<file path="config.mk">
export PLATFORM = sky130hd
export DESIGN_NAME = serial_adder_fsm
export DESIGN_NICKNAME = d
export VERILOG_FILES = /design/src/rtl/serial_adder_pkg.sv /design/src/rtl/serial_adder_fsm_fa_bit.sv /design/src/rtl/serial_adder_fsm.sv
export SDC_FILE = /design/constraint.sdc
export NUM_CORES = 1
export LEC_CHECK = 0
export CAP_MARGIN = 5
export CORE_MARGIN = 2
export CORE_UTILIZATION = 39
export DETAILED_ROUTE_END_ITERATION = 7
export DONT_BUFFER_PORTS = 1
export PLACE_DENSITY_LB_ADDON = 0.05
export RECOVER_POWER = 100
export SYNTH_ARGS = -nofsm -noshare
export SYNTH_HDL_FRONTEND = slang
export SYNTH_SLANG_ARGS = --single-unit
</file>
<file path="constraint.sdc">
create_clock -name clk -period 1.8 [get_ports clk]
set_input_delay 0.18 -clock clk [delete_from_list [all_inputs] [get_ports clk]]
set_output_delay 0.18 -clock clk [all_outputs]
set_load 0.005 [all_outputs]
</file>
<file path="src/rtl/serial_adder_pkg.sv">
// Shared definitions for the bit-serial adder: FSM state encodings and default width.
package serial_adder_pkg;

  localparam int unsigned DEFAULT_WIDTH = 8;

  typedef enum logic [1:0] {
    S_IDLE  = 2'd0,
    S_SHIFT = 2'd1,
    S_DONE  = 2'd2
  } state_e;

endpackage

</file>
<file path="src/rtl/serial_adder_fsm_fa_bit.sv">
// One-bit combinational full adder cell.
// Ports: x, y, ci - addend bits and carry-in; s - sum bit; co - carry-out.
module fa_bit (
  input  logic x,
  input  logic y,
  input  logic ci,
  output logic s,
  output logic co
);

  assign s  = x ^ y ^ ci;
  assign co = (x & y) | (x & ci) | (y & ci);

endmodule

</file>
<file path="src/rtl/serial_adder_fsm.sv">
// Bit-serial WIDTH-bit adder: one full-adder cell plus a carry flop, one bit per
// clock LSB first. Operands are captured on an accepted start, the parallel sum
// and final carry are presented with a one-cycle done pulse.
// Ports:
//   clk, rst_n   - clock, asynchronous active-low reset
//   start        - launch request, accepted in IDLE or DONE only
//   a, b, cin    - operands and carry-in, captured on accept
//   busy         - high while bits are being processed
//   done         - one-cycle pulse, sum/cout valid
//   sum, cout    - result register and final carry-out
module serial_adder_fsm
  import serial_adder_pkg::*;
#(
  parameter int unsigned WIDTH = DEFAULT_WIDTH
) (
  input  logic             clk,
  input  logic             rst_n,
  input  logic             start,
  input  logic [WIDTH-1:0] a,
  input  logic [WIDTH-1:0] b,
  input  logic             cin,
  output logic             busy,
  output logic             done,
  output logic [WIDTH-1:0] sum,
  output logic             cout
);

  localparam int unsigned      CNT_W    = $clog2(WIDTH);
  localparam logic [CNT_W-1:0] CNT_LAST = CNT_W'(WIDTH - 1);

  state_e           r_state;
  logic [WIDTH-1:0] r_a_sh;
  logic [WIDTH-1:0] r_b_sh;
  logic [WIDTH-1:0] r_sum;
  logic             r_carry;
  logic [CNT_W-1:0] r_cnt;
  logic             r_busy;
  logic             r_done;

  state_e           w_state_nxt;
  logic [WIDTH-1:0] w_a_nxt;
  logic [WIDTH-1:0] w_b_nxt;
  logic [WIDTH-1:0] w_sum_nxt;
  logic             w_carry_nxt;
  logic [CNT_W-1:0] w_cnt_nxt;
  logic             w_accept;
  logic             w_s;
  logic             w_co;

  // Single adder cell fed from the operand LSBs and the carry flop.
  fa_bit u_fa (
    .x  (r_a_sh[0]),
    .y  (r_b_sh[0]),
    .ci (r_carry),
    .s  (w_s),
    .co (w_co)
  );

  // Next-state and datapath update.
  always_comb begin
    w_state_nxt = r_state;
    w_a_nxt     = r_a_sh;
    w_b_nxt     = r_b_sh;
    w_sum_nxt   = r_sum;
    w_carry_nxt = r_carry;
    w_cnt_nxt   = r_cnt;
    w_accept    = start && ((r_state == S_IDLE) || (r_state == S_DONE));

    case (r_state)
      S_IDLE: w_state_nxt = S_IDLE;
      S_SHIFT: begin
        w_sum_nxt   = {w_s, r_sum[WIDTH-1:1]};
        w_a_nxt     = r_a_sh >> 1;
        w_b_nxt     = r_b_sh >> 1;
        w_carry_nxt = w_co;
        // Hold the counter on the last bit so it never wraps.
        if (r_cnt == CNT_LAST) begin
          w_state_nxt = S_DONE;
        end else begin
          w_cnt_nxt = r_cnt + CNT_W'(1);
        end
      end
      S_DONE:  w_state_nxt = S_IDLE;
      default: w_state_nxt = S_IDLE;
    endcase

    // Accept overrides the idle/done fall-through and reloads the datapath.
    if (w_accept) begin
      w_state_nxt = S_SHIFT;
      w_a_nxt     = a;
      w_b_nxt     = b;
      w_carry_nxt = cin;
      w_cnt_nxt   = '0;
    end
  end

  // State, datapath and registered status flags.
  always_ff @(posedge clk or negedge rst_n) begin
    if (!rst_n) begin
      r_state <= S_IDLE;
      r_a_sh  <= '0;
      r_b_sh  <= '0;
      r_sum   <= '0;
      r_carry <= 1'b0;
      r_cnt   <= '0;
      r_busy  <= 1'b0;
      r_done  <= 1'b0;
    end else begin
      r_state <= w_state_nxt;
      r_a_sh  <= w_a_nxt;
      r_b_sh  <= w_b_nxt;
      r_sum   <= w_sum_nxt;
      r_carry <= w_carry_nxt;
      r_cnt   <= w_cnt_nxt;
      r_busy  <= (w_state_nxt == S_SHIFT);
      r_done  <= (w_state_nxt == S_DONE);
    end
  end

  assign busy = r_busy;
  assign done = r_done;
  assign sum  = r_sum;
  assign cout = r_carry;

endmodule

</file>
==> flow_summary_export.csv <==
group,metric,value,unit
finish,finalNetCount,162,
power,power.density,1795,nW/um2
place,place_inst,178,
die,rows,22,
logic_synthesis,synth_cell_type_count,24,
logic_synthesis,synthTopCellsByCount,"dfrtp_1 (32), a21oi_1 (18), mux2i_1 (11), nor2b_1 (11), a211oi_1 (10)",
logic_synthesis,synth_area,1511,um2
detailed_routing,detail-route-antenna-nets,0,
finish,area.growth.synth_to_final,10.02,%
logic_synthesis,synth.most_common_cell,"dfrtp_1",
grt,antenna_found_initial,0,
grt,grt-ovfl-total,0,
flow_run,drv_cap,0,
timing,slew_headroom,46.90,%
timing,report.final.slew_viol_count,0,
logic_synthesis,syn_area_per_cell,11.36,um2
clock_tree,cts.sinks,32,
die,start_util,40.98,%
critical_path,startpoint_type,"flip-flop",
finish,diodes,0,
critical_path,crit_type,"reg -> reg",
critical_path,rr_worst_depth,4,
timing,finalCriticalPeriod,1.583,ns
grt,grt_pass1_vias,987,
power,power,2.984,mW
die,dieArea,4390,um2
clock_tree,cts_tree,"done",
critical_path,critPathLaunch,"r_state[1]",
logic_synthesis,yosys_most_used_dff,"dfrtp_1",
logic_synthesis,synth_area_leaders,"dfrtp_1 (53%), mux2i_1 (7.3%), a21oi_1 (6.0%), a211oi_1 (5.0%), nor2b_1 (4.6%)",
timing,finalCritPeriodShare,87.93,%
grt,grt_max_degree,33,
clock_tree,post_cts_buffers,0,
detailed_routing,viasPerCell,5.255,
die,fp.dieH,66.26,um
logic_synthesis,synth_edf_count,0,
logic_synthesis,synth-seq-cells,32,
critical_path,regToRegStartpoint,"r_state[1]",
finish,final_layout_size_suffix_gt1_share,13.57,%
worst_hold_path,worstHoldPathType,"in -> reg",
clock_tree,numCtsBuffers,5,
timing,fin_skew,0.008390,ns
grt,grt_first_pass_wirelength,4.698,mm
critical_path,r2r_slack,0.22,ns
place,place_area,1555,um2
clock_tree,path_clk_slew,0.07,ns
place,gp_congestion,0.6595,
logic_synthesis,yosys_warnings,0,
die,die_w,66.26,um
logic_synthesis,syn-num-nets,156,
logic_synthesis,synth_cells,133,
place,hpwlAfterDp,1.903,mm
die,core-area,3689,um2
critical_path,cp_max_fo,7,
clock_tree,ctsRootBufferMaster,"clkbuf_8",
critical_path,worstSetupEndpointType,"flip-flop",
timing,setup_viol,0,
clock_tree,max-clock-path-buffers,2,
logic_synthesis,yosysSeqAreaShare,52.98,%
detailed_routing,totalWireLength,2.774,mm
finish,design_area,1663,um2
detailed_routing,drc_errors,0,
detailed_routing,vias,988,
finish,final_cells,188,
timing,rsz0062_at_grt,"false",
detailed_routing,dr.pass1.iters,4,
detailed_routing,wl_per_cell,14.76,um
run_status,status,"completed",
critical_path,critPathRequiredTime,1.97,ns
critical_path,cp_data_arrival_time,1.75,ns
die,pin_count,31,
place,io_buffer_count,0,
power,ir_drop,0.7125,mV
logic_synthesis,synth_top_cell_by_area,"dfrtp_1",
clock_tree,htreeDepth,2,
clock_tree,clk_latency,0.29,ns
logic_synthesis,synthArstFlopShare,100.0,%
timing,fmax,631.8,MHz
critical_path,cp-endpoint,"sum[1]",
critical_path,rr_endpoint,"sum[1]",
grt,grtUsageTotal,14.69,%
detailed_routing,drtIter0Drc,58,
logic_synthesis,synth_top_area_share,52.98,%
timing,hold_viol,0,
timing,worstMarginPinSlew,0.7965,ns
power,p_leak,0.7021,nW
timing,tns,0,ns
==> power breakdown <==
part           leakage [nW]  switching (mW)  internal, mW
clock                0.0552           0.261         0.410
sequential            0.385           0.250          1.06
combinational         0.262           0.468         0.538
==> kinds of logic (layout without fill, tap and decap cells) <==
kind of cell | count (synthesis) | in the layout | share of synthesized area [%]
AOI/OAI and AO/OA | 36 | 36 | 14.65
adders and majority gates | 3 | 3 | 2.980
buffers and inverters | 15 | 22 | 5.546
DFF | 32 | 32 | 52.98
muxes | 19 | 19 | 13.99
and+or+nand+nor | 28 | 28 | 9.851
==> critical path, cell delays in order, from the launching register on <==
cell and delay [ns]:
dfrtp_1 0.36, buf_4 0.18, nand2b_1 0.18, clkbuf_1 0.36
mux2_2 0.39
==> through the flow <==
| step | setup slack (ns) | utilization (%) | hold slack [ns] |
|---|---|---|---|
| after global routing | 0.1352 | 45.08 | 0.02677 |
| after CTS | 0.2396 | 45.90 | 0.02802 |
| final | 0.2173 | 45.08 | 0.03706 |
| after global placement | 0.3129 | 42.16 | -0.1149 |
| after detailed placement | 0.2495 | 42.16 | -0.1149 |
| after floorplan | 0.3598 | - | -0.1156 |
==> metal layers <==
layer / global-route usage [%] / wire [um] / share of wire (%)
met1: 18.02 / 1280 / 46
met2: 22.00 / 1257 / 45
met3: 5.451 / 177 / 6.4
met4: 8.418 / 58 / 2.1
met5: 0 / 0 / 0
==> cells in the final DEF, fill, tap and decap left out, drive strengths merged <==
master,instances
a21o,1
o21ai,1
clkinv,1
a221o,1
nand3,7
dfrtp,32
inv,6
bufinv,1
clkbuf,11
buf,2
or2,1
o22ai,4
mux2i,11
nor2b,11
dlygate4sd3,1
a22o,1
nor2,5
nand2,2
fa,1
nand2b,2
a21oi,18
mux2,8
ha,2
a211oi,10
==> sequential cells by signal, indices dropped and copies added (netlist names) <==
name,count
r_a_sh,8
r_b_sh,8
sum,8
r_cnt,3
r_state,2
busy,1
cout,1
done,1
==> timing repair <==
| action | CTS | global route |
|---|---|---|
| gates resized for setup | 0 | 0 |
| endpoints found under the hold margin | 32 | 0 |
| endpoints found under the setup margin | 0 | 0 |
| hold buffers | 2 | 0 |
==> worst min path at each step <==
stage	start	to	slack [ns]	cells past startpoint
2_1_floorplan	rst_n	busy	-0.12	0
3_3_place_gp	rst_n	r_b_sh[3]	-0.11	0
3_5_place_dp	rst_n	r_b_sh[3]	-0.11	0
4_1_cts	b[5]	r_b_sh[5]	0.03	1
5_1_grt	b[5]	r_b_sh[5]	0.03	1
6_report	b[7]	r_b_sh[7]	0.04	1
==> cell type report <==
| class | count | area, um2 |
|---|---|---|
| fillers | 370 | 2026 |
| flip-flops and latches | 32 | 800.8 |
| multi-input cells | 86 | 626.9 |
| clock buffers | 6 | 72.57 |
| well taps | 48 | 60.06 |
| repair buffers | 8 | 45.04 |
| clock inverters | 2 | 35.03 |
| inverters | 6 | 22.52 |
No activity file was read; power rests on OpenSTA's default activity.
